<file path="src/rtl/draw_pkg.sv">
// draw_pkg: shared FSM state type, buffer base addresses and client indices
// for the draw scheduler.
package draw_pkg;
  typedef enum logic [2:0] {S_IDLE, S_KICK, S_RUN, S_ADVANCE, S_DONE} state_t;
  localparam logic [21:0] WRADDR_OFFSET0 = 22'h100000;
  localparam logic [21:0] WRADDR_OFFSET1 = 22'h200000;
  localparam logic [7:0]  TRANSPARENT    = 8'hFF;
  localparam int CLI_NOTE  = 0;
  localparam int CLI_SCORE = 1;
  localparam int CLI_JUDGE = 2;
endpackage

</file>
<file path="src/rtl/draw_scheduler_if.sv">
// draw_scheduler_if: draw-client and SDRAM write-port bundle.
//   master: scheduler side (drives client gating and the SDRAM write port)
//   slave : clients + SDRAM controller side
interface draw_scheduler_if #(parameter int N_CLI = 3);
  logic                        sdram_wait, sdram_ac, sdram_wr;
  logic [21:0]                 sdram_addr;
  logic [127:0]                sdram_data;
  logic [15:0]                 sdram_be;
  logic [N_CLI-1:0]            cli_wr, cli_done, cli_new_frame, cli_wait, cli_ac;
  logic [N_CLI-1:0][21:0]      cli_addr;
  logic [N_CLI-1:0][127:0]     cli_data;
  logic [N_CLI-1:0][15:0]      cli_be;
  modport master (
    input  sdram_wait, sdram_ac, cli_wr, cli_addr, cli_data, cli_be, cli_done,
    output cli_new_frame, cli_wait, cli_ac, sdram_wr, sdram_addr, sdram_data, sdram_be
  );
  modport slave (
    output sdram_wait, sdram_ac, cli_wr, cli_addr, cli_data, cli_be, cli_done,
    input  cli_new_frame, cli_wait, cli_ac, sdram_wr, sdram_addr, sdram_data, sdram_be
  );
endinterface

</file>
<file path="src/rtl/draw_watchdog.sv">
// draw_watchdog: per-grant cycle counter; saturates at TIMEOUT-1 and flags expiry.
//   clr clears, ld loads ld_val, en counts; expired is high at TIMEOUT-1.
module draw_watchdog #(
  parameter logic [19:0] TIMEOUT = 20'd400000,
  localparam int W = $clog2(TIMEOUT)
) (
  input  logic         clk,
  input  logic         reset,
  input  logic         clr,
  input  logic         en,
  input  logic         ld,
  input  logic [W-1:0] ld_val,
  output logic         expired
);
  localparam logic [W-1:0] LAST = W'(TIMEOUT - 20'd1);
  logic [W-1:0] cnt_q, cnt_d;
  // holding at LAST keeps the flag up while a write in flight delays the skip
  always_comb cnt_d = clr ? '0 : ld ? ld_val : (en && cnt_q != LAST) ? cnt_q + 1'b1 : cnt_q;
  always_ff @(posedge clk or posedge reset)
    if (reset) cnt_q <= '0;
    else cnt_q <= cnt_d;
  assign expired = cnt_q == LAST;
endmodule

</file>
<file path="src/rtl/draw_scheduler.sv">
// draw_scheduler: per-frame sequencer and SDRAM write-port arbiter for the draw clients.
//   clk/reset        : clock, asynchronous active-high reset
//   new_frame        : display frame start pulse
//   bus (master)     : client start/wait/ack gating and forwarded SDRAM write port
//   frame_flip       : back-buffer select, toggled at the first new_frame after all clients finish
//   busy             : a frame's draw is in progress
//   overrun_cnt      : saturating count of new_frame pulses that arrived while busy
//   timeout_cnt      : saturating count of clients skipped by the watchdog
module draw_scheduler import draw_pkg::*; #(
  parameter int          N_CLI   = 3,
  parameter logic [19:0] TIMEOUT = 20'd400000,
  parameter int          CNT_W   = 8
) (
  input  logic               clk,
  input  logic               reset,
  input  logic               new_frame,
  draw_scheduler_if.master   bus,
  output logic               frame_flip,
  output logic               busy,
  output logic [CNT_W-1:0]   overrun_cnt,
  output logic [CNT_W-1:0]   timeout_cnt
);
  localparam int GW = N_CLI > 1 ? $clog2(N_CLI) : 1;
  state_t           state_q, state_d;
  logic [GW-1:0]    grant_q, grant_d;
  logic             flip_q, flip_d;
  logic [CNT_W-1:0] ovr_q, ovr_d, tmo_q, tmo_d;
  logic             run, last, cur_wr, cur_done, wd_clr, wd_exp;
  assign run      = state_q == S_RUN;
  assign last     = grant_q == GW'(N_CLI - 1);
  assign cur_wr   = bus.cli_wr[grant_q];
  assign cur_done = bus.cli_done[grant_q];
  assign busy     = state_q == S_KICK || run || state_q == S_ADVANCE;
  draw_watchdog #(.TIMEOUT(TIMEOUT)) u_wd (
    .clk(clk), .reset(reset), .clr(wd_clr), .en(run), .ld(1'b0), .ld_val('0), .expired(wd_exp)
  );
  always_comb begin
    state_d = state_q;
    grant_d = grant_q;
    flip_d  = flip_q;
    wd_clr  = 1'b0;
    tmo_d   = tmo_q;
    // a pulse while drawing is only counted; the frame is dropped rather than torn
    ovr_d   = ovr_q + CNT_W'(new_frame && busy && ovr_q != '1);
    case (state_q)
      S_IDLE: state_d = new_frame ? S_KICK : S_IDLE;
      S_KICK: begin
        state_d = S_RUN;
        grant_d = GW'(CLI_NOTE);
        wd_clr  = 1'b1;
      end
      // the grant only moves between writes so an in-flight write always reaches its ack
      S_RUN: if (!cur_wr && (cur_done || wd_exp)) begin
        state_d = S_ADVANCE;
        tmo_d   = tmo_q + CNT_W'(!cur_done && tmo_q != '1);
      end
      S_ADVANCE: begin
        state_d = last ? S_DONE : S_RUN;
        grant_d = last ? grant_q : grant_q + 1'b1;
        wd_clr  = 1'b1;
      end
      S_DONE: if (new_frame) begin
        state_d = S_KICK;
        flip_d  = !flip_q;
      end
      default: state_d = S_IDLE;
    endcase
  end
  always_comb begin
    bus.sdram_wr      = run && cur_wr;
    bus.sdram_addr    = run ? bus.cli_addr[grant_q] : '0;
    bus.sdram_data    = run ? bus.cli_data[grant_q] : '0;
    bus.sdram_be      = run ? bus.cli_be[grant_q] : '0;
    bus.cli_new_frame = {N_CLI{state_q == S_KICK}};
    bus.cli_wait      = '1;
    bus.cli_ac        = '0;
    for (int i = 0; i < N_CLI; i++) begin
      bus.cli_wait[i] = bus.sdram_wait || !run || (grant_q != GW'(i));
      bus.cli_ac[i]   = bus.sdram_ac && run && (grant_q == GW'(i));
    end
  end
  always_ff @(posedge clk or posedge reset)
    if (reset) begin
      state_q <= S_IDLE;
      grant_q <= '0;
      flip_q  <= 1'b0;
      ovr_q   <= '0;
      tmo_q   <= '0;
    end else begin
      state_q <= state_d;
      grant_q <= grant_d;
      flip_q  <= flip_d;
      ovr_q   <= ovr_d;
      tmo_q   <= tmo_d;
    end
  assign frame_flip  = flip_q;
  assign overrun_cnt = ovr_q;
  assign timeout_cnt = tmo_q;
endmodule

</file>
<file path="src/flat_wrapper.sv">
// flat-port wrapper written by rule: the top's interface ports become plain ports
module draw_scheduler_flat import draw_pkg::*;
#(
  parameter int          N_CLI   = 3,
  parameter logic [19:0] TIMEOUT = 20'd400000,
  parameter int          CNT_W   = 8
)
  (clk, reset, new_frame, frame_flip, busy, overrun_cnt, timeout_cnt, bus_sdram_wait, bus_sdram_ac, bus_cli_wr, bus_cli_addr, bus_cli_data, bus_cli_be, bus_cli_done, bus_cli_new_frame, bus_cli_wait, bus_cli_ac, bus_sdram_wr, bus_sdram_addr, bus_sdram_data, bus_sdram_be);
  draw_scheduler_if #(.N_CLI(N_CLI)) bus_i ();
  input  logic clk;
  input  logic reset;
  input  logic new_frame;
  output logic frame_flip;
  output logic busy;
  output logic [CNT_W-1:0] overrun_cnt;
  output logic [CNT_W-1:0] timeout_cnt;
  input wire logic [$bits(bus_i.sdram_wait)-1:0] bus_sdram_wait;
  input wire logic [$bits(bus_i.sdram_ac)-1:0] bus_sdram_ac;
  input wire logic [$bits(bus_i.cli_wr)-1:0] bus_cli_wr;
  input wire logic [$bits(bus_i.cli_addr)-1:0] bus_cli_addr;
  input wire logic [$bits(bus_i.cli_data)-1:0] bus_cli_data;
  input wire logic [$bits(bus_i.cli_be)-1:0] bus_cli_be;
  input wire logic [$bits(bus_i.cli_done)-1:0] bus_cli_done;
  output wire logic [$bits(bus_i.cli_new_frame)-1:0] bus_cli_new_frame;
  output wire logic [$bits(bus_i.cli_wait)-1:0] bus_cli_wait;
  output wire logic [$bits(bus_i.cli_ac)-1:0] bus_cli_ac;
  output wire logic [$bits(bus_i.sdram_wr)-1:0] bus_sdram_wr;
  output wire logic [$bits(bus_i.sdram_addr)-1:0] bus_sdram_addr;
  output wire logic [$bits(bus_i.sdram_data)-1:0] bus_sdram_data;
  output wire logic [$bits(bus_i.sdram_be)-1:0] bus_sdram_be;
  assign bus_i.sdram_wait = bus_sdram_wait;
  assign bus_i.sdram_ac = bus_sdram_ac;
  assign bus_i.cli_wr = bus_cli_wr;
  assign bus_i.cli_addr = bus_cli_addr;
  assign bus_i.cli_data = bus_cli_data;
  assign bus_i.cli_be = bus_cli_be;
  assign bus_i.cli_done = bus_cli_done;
  assign bus_cli_new_frame = bus_i.cli_new_frame;
  assign bus_cli_wait = bus_i.cli_wait;
  assign bus_cli_ac = bus_i.cli_ac;
  assign bus_sdram_wr = bus_i.sdram_wr;
  assign bus_sdram_addr = bus_i.sdram_addr;
  assign bus_sdram_data = bus_i.sdram_data;
  assign bus_sdram_be = bus_i.sdram_be;
  draw_scheduler #(.N_CLI(N_CLI), .TIMEOUT(TIMEOUT), .CNT_W(CNT_W)) u_core (.clk(clk), .reset(reset), .new_frame(new_frame), .bus(bus_i), .frame_flip(frame_flip), .busy(busy), .overrun_cnt(overrun_cnt), .timeout_cnt(timeout_cnt));
endmodule
</file>
<file path="config.mk">
export PLATFORM = sky130hd
export DESIGN_NAME = draw_scheduler_flat
export DESIGN_NICKNAME = d
export VERILOG_FILES = /design/src/rtl/draw_pkg.sv /design/src/rtl/draw_scheduler_if.sv /design/src/rtl/draw_watchdog.sv /design/src/rtl/draw_scheduler.sv /design/src/flat_wrapper.sv
export SDC_FILE = /design/constraint.sdc
export NUM_CORES = 1
export LEC_CHECK = 0
export ABC_AREA = 0
export CAP_MARGIN = 20
export CORE_AREA = 5 5 272 274
export CTS_BUF_LIST = sky130_fd_sc_hd__clkbuf_16
export DETAILED_ROUTE_END_ITERATION = 8
export DIE_AREA = 0 0 277 279
export PLACE_DENSITY = 0.36
export SYNTH_ARGS = -nofsm -noshare
export SYNTH_HDL_FRONTEND = slang
export SYNTH_SLANG_ARGS = --single-unit
</file>
<file path="constraint.sdc">
create_clock -name clk -period 1.81 [get_ports clk]
set_input_delay 0.362 -clock clk [delete_from_list [all_inputs] [get_ports clk]]
set_output_delay 0.362 -clock clk [all_outputs]
set_load 0.05 [all_outputs]
</file>
==> out/summary.txt <==
Status -> complete, but fails checks
Failing checks -> negative setup slack
M2 GR Usage -> 27.9%
Largest net degree at the start of global routing -> 42
Worst-Skew Late Latency -> 0.29 ns
Register Area -> 1040 um^2
Fin crit share -> 133%
Mapped Cells -> 970
Met3 Use GR -> 4.20%
Avg WL per Cell -> 23.0 um
Root Buffer Master -> clkbuf_16
Final Core Density -> 30.9%
Die ar. -> 77300 um^2
HPWL Detailed -> 50100 um
FF-to-FF Start -> u_core.grant_q[1]
Peak Freq -> 415 MHz
Count of final setup violators -> 188
GR Overflow Total -> 0
Number of global-route vias before repair -> 11200
Rel. slew slack -> 69.8%
Worst slew pin tran -> 0.452 ns
Reg2reg end -> u_core.timeout_cnt[4]
Row count -> 98
Worst Path Max Fanout -> 8
PD cells -> 2100 nW/um^2
Clock period minus worst slack -> 2.41 ns
Synth top area share -> 27.0%
Leakage -> 8.22 nW
Fin cells -> 2761
Sequential fraction of the synthesis area -> 16.3%
Area leader, netlist -> mux2i_1
Final WS setup -> -0.602 ns
IO Pins -> 703
TritonCTS clock tree -> done
Max H-tree Level -> 2
CP endpoint kind -> output port
Core footprint -> 71100 um^2
EDFF count, synth -> 0
Synth area leaders -> mux2i_1 (27%), nor2_1 (21%), dfrtp_1 (16%)
Initial antenna violation count -> 10
Final Slew Violations -> 0
Grt met1 use -> 17.2%
Design area -> 22000 um^2
CTS Hold Bufs -> 0
Share of layout cells above drive strength 1 -> 49.1%
Yosys warnings -> 0
Hold Path Class -> input pin to asynchronous set/reset pin
FF-to-FF setup slack -> -0.46 ns
Total CTS buffers -> 5
Clk buf depth -> 2
Filler Cells Inserted -> 7297
Die W -> 277 um
Post-Route WL -> 63600 um
Max Cap Viol -> 0
RSZ-0062 raised after global routing -> true
Starting DRT DRC Count -> 293
CP arrival -> 2.05 ns
Die height -> 279 um
Cell depth of the worst flop-to-flop path -> 10
Async SR Flop Fraction -> 100%
Top_reg_cell synth -> dfrtp_1
# clock sinks -> 41
Synth Net Count -> 1487
Final clock skew -> 0.0137 ns
CP required -> 1.45 ns
Max VDD drop -> 1.01 mV
Residual DRC -> 0
Synth Area per Inst -> 6.51 um^2
Via Count -> 10300
DP Area -> 19200 um^2
Area occupied by multi-input gates -> 7980 um^2
Crit path kind -> flip-flop to output port
Drt first pass iters -> 4
Pwr Total -> 0.0463 W
Nets -> 2322
Layer with the highest usage -> met2
Dpl cells -> 2696
Initial Util -> 8.88%
GR Util All Layers -> 15.1%
Vias per cell -> 3.74
First-pass GRT wire length -> 85900 um
# port buffers -> 702
Seq cells post-synth -> 41
Gpl congestion -> 0.838
Nature of the critical path startpoint -> flip-flop
CTS clock-pin slew for the worst setup and hold paths -> 0.06 ns
Mapped cell area -> 6310 um^2
Yosys cell types -> 42
Endpoints failing hold -> 0
Area Overhead vs Synth -> 248%
Antenna Nets Post-Route -> 0
what timing repair did:
| item | CTS | global route |
|---|---|---|
| setup buffers | 25 | 24 |
| gates resized for setup | 231 | 171 |
| endpoints found under the hold margin | 0 | 0 |
| cloned | 14 | 8 |
| setup endpoints to repair | 193 | 200 |
| pin swaps | 69 | 110 |
routing by layer:
layer / part of all wire, % / vias up
met2: 51 / 410
met4: 2.0 / 6
li1: - / 5006
met3: 7.6 / 42
met5: 0.053 / -
met1: 39 / 4852
report_power, final:
group / internal [W] / switching, W
Clock: 0.000505 / 0.000396
Sequential: 0.00115 / 0.000257
Combinational: 0.0200 / 0.0239
worst max-delay path by stage:
stage | start | end | slack (ns) | cells past startpoint
5_1_grt | u_core.grant_q[1] | bus_sdram_data[24] | -0.69 | 8
3_5_place_dp | u_core.grant_q[1] | bus_sdram_data[117] | -0.53 | 7
6_report | u_core.grant_q[1] | bus_sdram_data[107] | -0.60 | 8
4_1_cts | u_core.grant_q[1] | bus_sdram_data[10] | -0.62 | 7
2_1_floorplan | u_core.state_q[2] | bus_sdram_wr | -0.25 | 5
3_3_place_gp | bus_cli_data[117] | bus_sdram_data[117] | -0.48 | 7
cells in the mapped netlist, types with 3 or more instances:
cell type,number
mux2_1,3
a31o_1,3
o21ai_0,4
a21oi_1,173
nor3_1,3
and4_1,3
clkbuf_1,51
nor2b_1,3
inv_1,6
ha_1,8
nand4_1,3
xor2_1,12
nand3_1,17
and3_1,13
nor2_1,360
mux2i_1,170
dfrtp_1,41
xnor2_1,12
buf_2,17
nand2_1,23
buf_1,17
area by class of cell:
class	count	share of cell area [%]
Antenna cell	5	0.0569
Clock buffer	5	0.569
Clock inverter	3	0.0740
Inverter	6	0.154
Multi-Input combinational cell	836	36.3
Sequential cell	41	4.75
Tap cell	950	5.41
Timing Repair Buffer	915	52.7
state kept, by name, indices dropped and copies added (netlist names):
name / cells
u_core.u_wd.cnt_q: 19
u_core.overrun_cnt: 8
u_core.timeout_cnt: 8
u_core.state_q: 3
u_core.grant_q: 2
u_core.frame_flip: 1
worst max-delay path: stages (launching register included):
cell,delay [ns]
dfrtp_4,0.55
buf_12,0.20
buf_12,0.12
mux2i_1,0.19
nor2_1,0.07
a21oi_2,0.25
buf_4,0.18
nor2_4,0.03
buf_12,0.14
metrics by stage:
stage | setup TNS [ns] | hold slack [ns] | worst slack (ns)
after CTS | -95.17 | 0.453 | -0.622
after floorplan | -6.75 | 0.456 | -0.248
after global placement | -31.64 | 0.467 | -0.478
after global routing | -103.76 | 0.478 | -0.687
after detailed placement | -33.06 | 0.475 | -0.535
final | -88.37 | 0.444 | -0.602
cell usage in the layout (no fill, tap or decap), types with 4 or more instances in the layout:
cell type	Yosys	final
a21oi_1	173	8
dfrtp_2	0	9
buf_6	0	36
and3_4	0	7
xnor2_1	12	11
mux2i_2	0	18
nor2_4	0	173
clkbuf_16	0	12
diode_2	0	5
inv_1	6	6
nor2_2	0	30
mux2i_1	170	126
nand2_1	23	16
buf_4	2	111
nand2_4	0	5
buf_8	0	21
nand3_1	17	13
nor2_1	360	157
a21oi_2	0	110
xor2_1	12	12
clkdlybuf4s50_1	0	508
buf_16	0	16
buf_12	0	216
and3_1	13	6
mux2i_4	0	26
dfrtp_1	41	30
a21oi_4	1	56
ha_4	0	4
logic make-up after synthesis:
group                    share of synthesized area [%]
AO/OA/AOI/OAI                                     15.9
XOR/XNOR                                          3.33
adder cells (fa/ha/maj)                           1.59
buffers and inverters                             5.99
flip-flops                                        16.3
multiplexers                                      27.5
AND/OR/NAND/NOR                                   29.5
Note: power is estimated with default switching activity, not from simulation.
